==> config.mk <==
export PLATFORM = sky130hd
export DESIGN_NAME = cu_cacheline_pack
export DESIGN_NICKNAME = d
export VERILOG_FILES = /design/src/rtl/cu_cacheline_pack.sv
export SDC_FILE = /design/constraint.sdc
export NUM_CORES = 2
export LEC_CHECK = 0
export ABC_AREA = 1
export BUFFER_PORTS_ARGS = -buffer_cell sky130_fd_sc_hd__buf_2
export CORE_AREA = 2 2 520 522
export CTS_BUF_LIST = sky130_fd_sc_hd__clkbuf_8
export DETAILED_ROUTE_END_ITERATION = 12
export DIE_AREA = 0 0 522 524
export PLACE_DENSITY_LB_ADDON = 0.2
export SYNTH_ARGS = -nofsm -noshare
export SYNTH_HDL_FRONTEND = slang
export SYNTH_SLANG_ARGS = --single-unit
==> constraint.sdc <==
create_clock -name clock -period 221.9 [get_ports clock]
set_clock_uncertainty 0.05 [all_clocks]
set_input_delay 44.38 -clock clock [delete_from_list [all_inputs] [get_ports clock]]
set_output_delay 44.38 -clock clock [all_outputs]
set_load 0.1 [all_outputs]
==> src/rtl/cu_cacheline_pack.sv <==
// cu_cacheline_pack: packs SIZE_BITS elements big-endian into 1024-bit lines.
// Define CU_PACK_BYTE_ENABLE_EN to build the per-byte enable mask.
module cu_cacheline_pack #(
  parameter  int SIZE_BITS = 32,
  localparam int LINE_BITS = 1024,
  localparam int N         = LINE_BITS / SIZE_BITS,
  localparam int CNT_BITS  = $clog2(N) + 1
) (
  input  logic                 clock,
  input  logic                 rst,
  input  logic                 enabled,
  input  logic                 start,
  input  logic [63:0]          base_addr,
  input  logic                 element_valid,
  input  logic [0:SIZE_BITS-1] element_data,
  output logic                 element_ready,
  input  logic                 flush,
  output logic                 line_valid,
  input  logic                 line_ready,
  output logic [0:LINE_BITS-1] line_data,
  output logic [63:0]          line_addr,
  output logic [CNT_BITS-1:0]  line_real_size,
  output logic [0:127]         line_byte_enable,
  output logic                 done
);

  typedef enum logic [2:0] {
    S_IDLE,
    S_FILL,
    S_WAIT,
    S_DRAIN,
    S_DONE
  } state_e;

  state_e state_q, state_d;

  logic [0:LINE_BITS-1] asm_q, asm_d, asm_n;
  logic [CNT_BITS-1:0]  cnt_q, cnt_d, cnt_n;
  logic [31:0]          idx_q, idx_d;
  logic [63:0]          base_q, base_d;
  logic                 fpend_q, fpend_d;

  logic                 ov_q, ov_d;
  logic [0:LINE_BITS-1] od_q, od_d;
  logic [63:0]          oa_q, oa_d;
  logic [CNT_BITS-1:0]  os_q, os_d;

  logic acc, full, out_free, want, hand, go;

  // Assembly view including the element accepted this cycle
  always_comb begin
    acc   = element_valid && element_ready;
    cnt_n = cnt_q + CNT_BITS'(acc);
    asm_n = asm_q;
    for (int k = 0; k < N; k++) begin
      if (acc && cnt_q == CNT_BITS'(k)) begin
        asm_n[k*SIZE_BITS +: SIZE_BITS] = element_data;
      end
    end
    full     = cnt_n == CNT_BITS'(N);
    out_free = !ov_q || line_ready;
    want     = (state_q == S_FILL
                && (full || (flush && cnt_n != '0)))
               || state_q == S_WAIT;
    hand     = want && out_free;
    go       = start
               && (state_q == S_IDLE || state_q == S_DONE);
  end

  always_ff @(posedge clock or posedge rst) begin
    if (rst) begin
      state_q <= S_IDLE;
    end else begin
      state_q <= state_d;
    end
  end

  always_comb begin
    state_d = state_q;
    unique case (state_q)
      S_IDLE, S_DONE: begin
        if (start) state_d = S_FILL;
      end
      S_FILL: begin
        if (want) begin
          if (!hand)      state_d = S_WAIT;
          else if (flush) state_d = S_DRAIN;
          else            state_d = S_FILL;
        end else if (flush) begin
          state_d = S_DRAIN;
        end
      end
      S_WAIT: begin
        if (hand) begin
          state_d = (fpend_q || flush) ? S_DRAIN
                                       : S_FILL;
        end
      end
      S_DRAIN: begin
        if (out_free) state_d = S_DONE;
      end
      default: state_d = S_IDLE;
    endcase
    if (!enabled) state_d = S_IDLE;
  end

  always_comb begin
    element_ready = (state_q == S_FILL)
                    && (cnt_q != CNT_BITS'(N));
    done          = state_q == S_DONE;
  end

  always_comb begin
    asm_d   = asm_q;
    cnt_d   = cnt_q;
    idx_d   = idx_q;
    base_d  = base_q;
    fpend_d = fpend_q;
    ov_d    = ov_q;
    od_d    = od_q;
    oa_d    = oa_q;
    os_d    = os_q;
    if (ov_q && line_ready) ov_d = 1'b0;
    if (go) begin
      base_d  = base_addr;
      idx_d   = '0;
      cnt_d   = '0;
      asm_d   = '0;
      fpend_d = 1'b0;
    end else if (hand) begin
      ov_d    = 1'b1;
      od_d    = asm_n;
      os_d    = cnt_n;
      oa_d    = base_q + {25'd0, idx_q, 7'd0};
      idx_d   = idx_q + 32'd1;
      cnt_d   = '0;
      asm_d   = '0;
      fpend_d = 1'b0;
    end else if (state_q == S_FILL) begin
      asm_d   = asm_n;
      cnt_d   = cnt_n;
      fpend_d = want && flush;
    end else if (state_q == S_WAIT) begin
      fpend_d = fpend_q || flush;
    end
    if (!enabled) begin
      asm_d   = '0;
      cnt_d   = '0;
      idx_d   = '0;
      base_d  = '0;
      fpend_d = 1'b0;
      ov_d    = 1'b0;
      od_d    = '0;
      oa_d    = '0;
      os_d    = '0;
    end
  end

  always_ff @(posedge clock or posedge rst) begin
    if (rst) begin
      asm_q   <= '0;
      cnt_q   <= '0;
      idx_q   <= '0;
      base_q  <= '0;
      fpend_q <= 1'b0;
      ov_q    <= 1'b0;
      od_q    <= '0;
      oa_q    <= '0;
      os_q    <= '0;
    end else begin
      asm_q   <= asm_d;
      cnt_q   <= cnt_d;
      idx_q   <= idx_d;
      base_q  <= base_d;
      fpend_q <= fpend_d;
      ov_q    <= ov_d;
      od_q    <= od_d;
      oa_q    <= oa_d;
      os_q    <= os_d;
    end
  end

  assign line_valid     = ov_q;
  assign line_data      = od_q;
  assign line_addr      = oa_q;
  assign line_real_size = os_q;

`ifdef CU_PACK_BYTE_ENABLE_EN
  logic [0:127] be_q, be_d;

  always_comb begin
    be_d = be_q;
    if (hand) begin
      for (int b = 0; b < 128; b++) begin
        be_d[b] = b < int'(cnt_n) * (SIZE_BITS / 8);
      end
    end
    if (!enabled) be_d = '0;
  end

  always_ff @(posedge clock or posedge rst) begin
    if (rst) begin
      be_q <= '0;
    end else begin
      be_q <= be_d;
    end
  end

  assign line_byte_enable = be_q;
`else
  // Full mask whenever a line is presented; zero otherwise
  assign line_byte_enable = {128{ov_q}};
`endif

endmodule

==> impl_metrics.yaml <==
clock_tree:
  clockBufferDepth: 4
  cts_buffers: 390
  clk_latency_ns: 1.02
  cts_max_level: 5
  cts_root_buffer: "clkbuf_8"
  cts_setup_buffers: 0
  clock_sinks: 2225
  post_cts_resize_count: 0
  postCtsHoldBufs: 0
  cts_tree: "yes"
  clkTransAtPathRegs_ns: 0.06
die:
  die_area_mm2: 0.274
  coreArea_mm2: 0.267
  die_w_um: 522
  start_util: 0.362
  row_count: 190
  fp.dieH_um: 524
  ios: 1328
logic_synthesis:
  ys_seq_area_frac: 0.575
  yosysUniqueCellTypes: 39
  synth_top_area_share: 0.575
  synthTopCellsByArea: "dfrtp_1 58%, nand2_1 15%, nor2_1 5.6%"
  yosys_warnings: 0
  synth_edf_count: 0
  avgSynthCellArea_um2: 8.17
  synth_area_mm2: 0.0968
  syn_nets: 12000
  synth_ff_type: "dfrtp_1"
  synthArstFlopShare: 1.00
  postSynthCellCount: 11800
  yosys.area.top_type: "dfrtp_1"
  synth-seq-cells: 2225
route:
  wl_um: 365000
  antenna_left: 0
  initialDrtViolationCount: 6799
  first_pass_iters: 6
  vias: 80300
  wl_per_cell_um: 21.8
  vias_per_cell: 4.79
  drc_errors: 0
finish:
  drive_gt1_frac: 0.175
  fillers: 27600
  multiInputGateArea_mm2: 0.0328
  fin_util: 0.424
  final-seq-area_mm2: 0.0557
  final_area_mm2: 0.113
  syn2layout_area_growth_pct: 17.2
  layout.nets: 13000
global_routing:
  grt_max_degree: 235
  grt.overflow.total: 0
  grt_pass1_wl_um: 522000
  antenna_found_initial: 35
  grt_pass1_vias: 74500
  grt.total_usage: 0.259
critical_path:
  critPathArrivalTime_ns: 51.59
  critPathRequiredTime_ns: 222.74
  cp-end-kind: "flop"
  critical_path.max_fanout: 119
  criticalPathCategory: "primary input to flop"
  startpoint_type: "primary input"
sta:
  holdWs_ns: 0.415
  setup_slack_ns: 171.14
  slew_violations: 0
  rsz0062_at_grt: "no"
  final_hold_viol_count: 0
  layout_min_cycle_time_ns: 50.76
  setup_viol: 0
  period_share: 0.229
  timing.fmax_mhz: 19.7
  fin_tns_setup_ns: 0
  tightest_slew_ns: 1.27
  relSlewSlack: 0.152
status:
  outcome: "completed"
pwr:
  p_per_area_mw_per_mm2: 8.40
  ir_worst_vdd_v: 0.00000588
  power.leakage_nw: 64.4
place:
  io_buffers: 1327
  place_area_mm2: 0.105
  hpwl_um: 237000
  pre_cts_ws_ns: 170.17
  routabilityCongestion: 0.917
run:
  cap_violations: 0
worst_hold_path:
  hp-class: "flop to flop"
## where the power goes
group	switching (mW)	leakage, nW	internal (mW)
Combinational	0.129	28.8	0.0159
Sequential	0.00464	31.1	0.410
Clock	0.180	4.59	0.213
Total	0.314	64.4	0.639
## kinds of logic after synthesis
group                      count (synthesis)  share of synthesized area
and+or+nand+nor                         6423                      0.273
DFF                                     2225                      0.575
buffers and inverters                   2040                     0.0879
AOI/OAI and AO/OA                       1102                     0.0575
xor gates and xnor gates                  20                    0.00181
adders and majority gates                 36                    0.00473
## registers in the layout, summed over array words and instances (netlist names), 3 cells and up
signal / flops
asm_q: 1024
line_data: 1024
base_q: 64
line_addr: 64
idx_q: 32
cnt_q: 6
line_real_size: 6
state_q: 3
## final cells by class
type | count | area share
Sequential cell | 2225 | 0.491
Multi-Input combinational cell | 7581 | 0.289
Timing Repair Buffer | 1471 | 0.0694
Clock buffer | 500 | 0.0606
Inverter | 1228 | 0.0408
Tap cell | 3552 | 0.0392
Clock inverter | 182 | 0.0104
Antenna cell | 11 | 0.000243
## worst paths after layout
check | slack [ns] | cells past startpoint | end | startpoint
worst max-delay path | 171.14 | 21 | line_data[216] | element_valid
worst min-delay path | 0.41 | 2 | line_data[608] | line_data[608]
worst max register to register | 213.19 | 26 | line_data[216] | cnt_q[1]
worst min register to register | 0.41 | 2 | line_data[608] | line_data[608]
max in group asynchronous | 173.83 | 7 | asm_q[145] | rst
min in group asynchronous | 43.39 | 2 | asm_q[749] | rst
## metrics by stage
stage,instances,power [mW]
after floorplan,11800,0.536
after global placement,16100,0.568
after detailed placement,16100,0.567
after CTS,16700,0.963
after global routing,16700,0.989
final,16800,0.953
## critical path: stages
cell and delay (ns):
buf_2 0.13, nand2_1 0.07, inv_1 0.04, ha_1 0.24
ha_1 0.33, nor2_1 0.13, nand3_1 0.09, nor2_1 0.11
nand3_1 0.08, nand2_1 0.10, nand3_2 0.19, nand2_8 0.53
nand2_4 0.21, inv_8 0.53, buf_4 0.78, buf_4 0.77
buf_4 0.74, buf_4 0.68, buf_4 0.84, nand2_1 0.14
nand2_1 0.10
## cell usage in the layout (no fill, tap or decap), types with 11 or more instances in the layout
| master | n |
|---|---|
| o21a_1 | 15 |
| nand3_1 | 257 |
| o21ai_0 | 526 |
| a21oi_1 | 552 |
| buf_2 | 1326 |
| ha_1 | 35 |
| nor3_4 | 12 |
| clkbuf_8 | 500 |
| or2_2 | 206 |
| nor2_4 | 13 |
| nand2_1 | 3986 |
| clkinv_2 | 30 |
| or2_0 | 93 |
| inv_2 | 22 |
| or2_1 | 46 |
| nand4_1 | 36 |
| and3_1 | 281 |
| inv_1 | 1302 |
| xor2_1 | 11 |
| dfrtp_1 | 2224 |
| diode_2 | 11 |
| clkinv_1 | 18 |
| nor3_1 | 31 |
| buf_4 | 133 |
| nor2_1 | 1433 |
| buf_12 | 12 |
## synth_stat cells (5+ instances only)
master and instances:
nor2_1 1437, nand4_1 36, nor3_1 31, nand3_1 259, nor3_2 8, o21ai_0 526
nand2_1 3989, nor2_4 6, dfrtp_1 2225, buf_4 136, buf_1 26, nand4_2 5
or2_2 206, xor2_1 11, a21oi_1 552, and3_1 281, clkinv_1 34, clkbuf_1 385
ha_1 35, o21a_1 15, xnor2_1 9, o22ai_1 7, nor3_4 5, inv_2 7
inv_1 1187, buf_2 263, or2_1 46, or2_0 93
## per-layer routing
layer | routed length [um] | up-vias | global-route usage
met5 | 20 | - | 0
met4 | 18100 | 4 | 0.117
met3 | 22300 | 664 | 0.0399
met2 | 166000 | 2822 | 0.404
met1 | 158000 | 38800 | 0.356
li1 | - | 38000 | -
(Power assumes the default switching activity.)
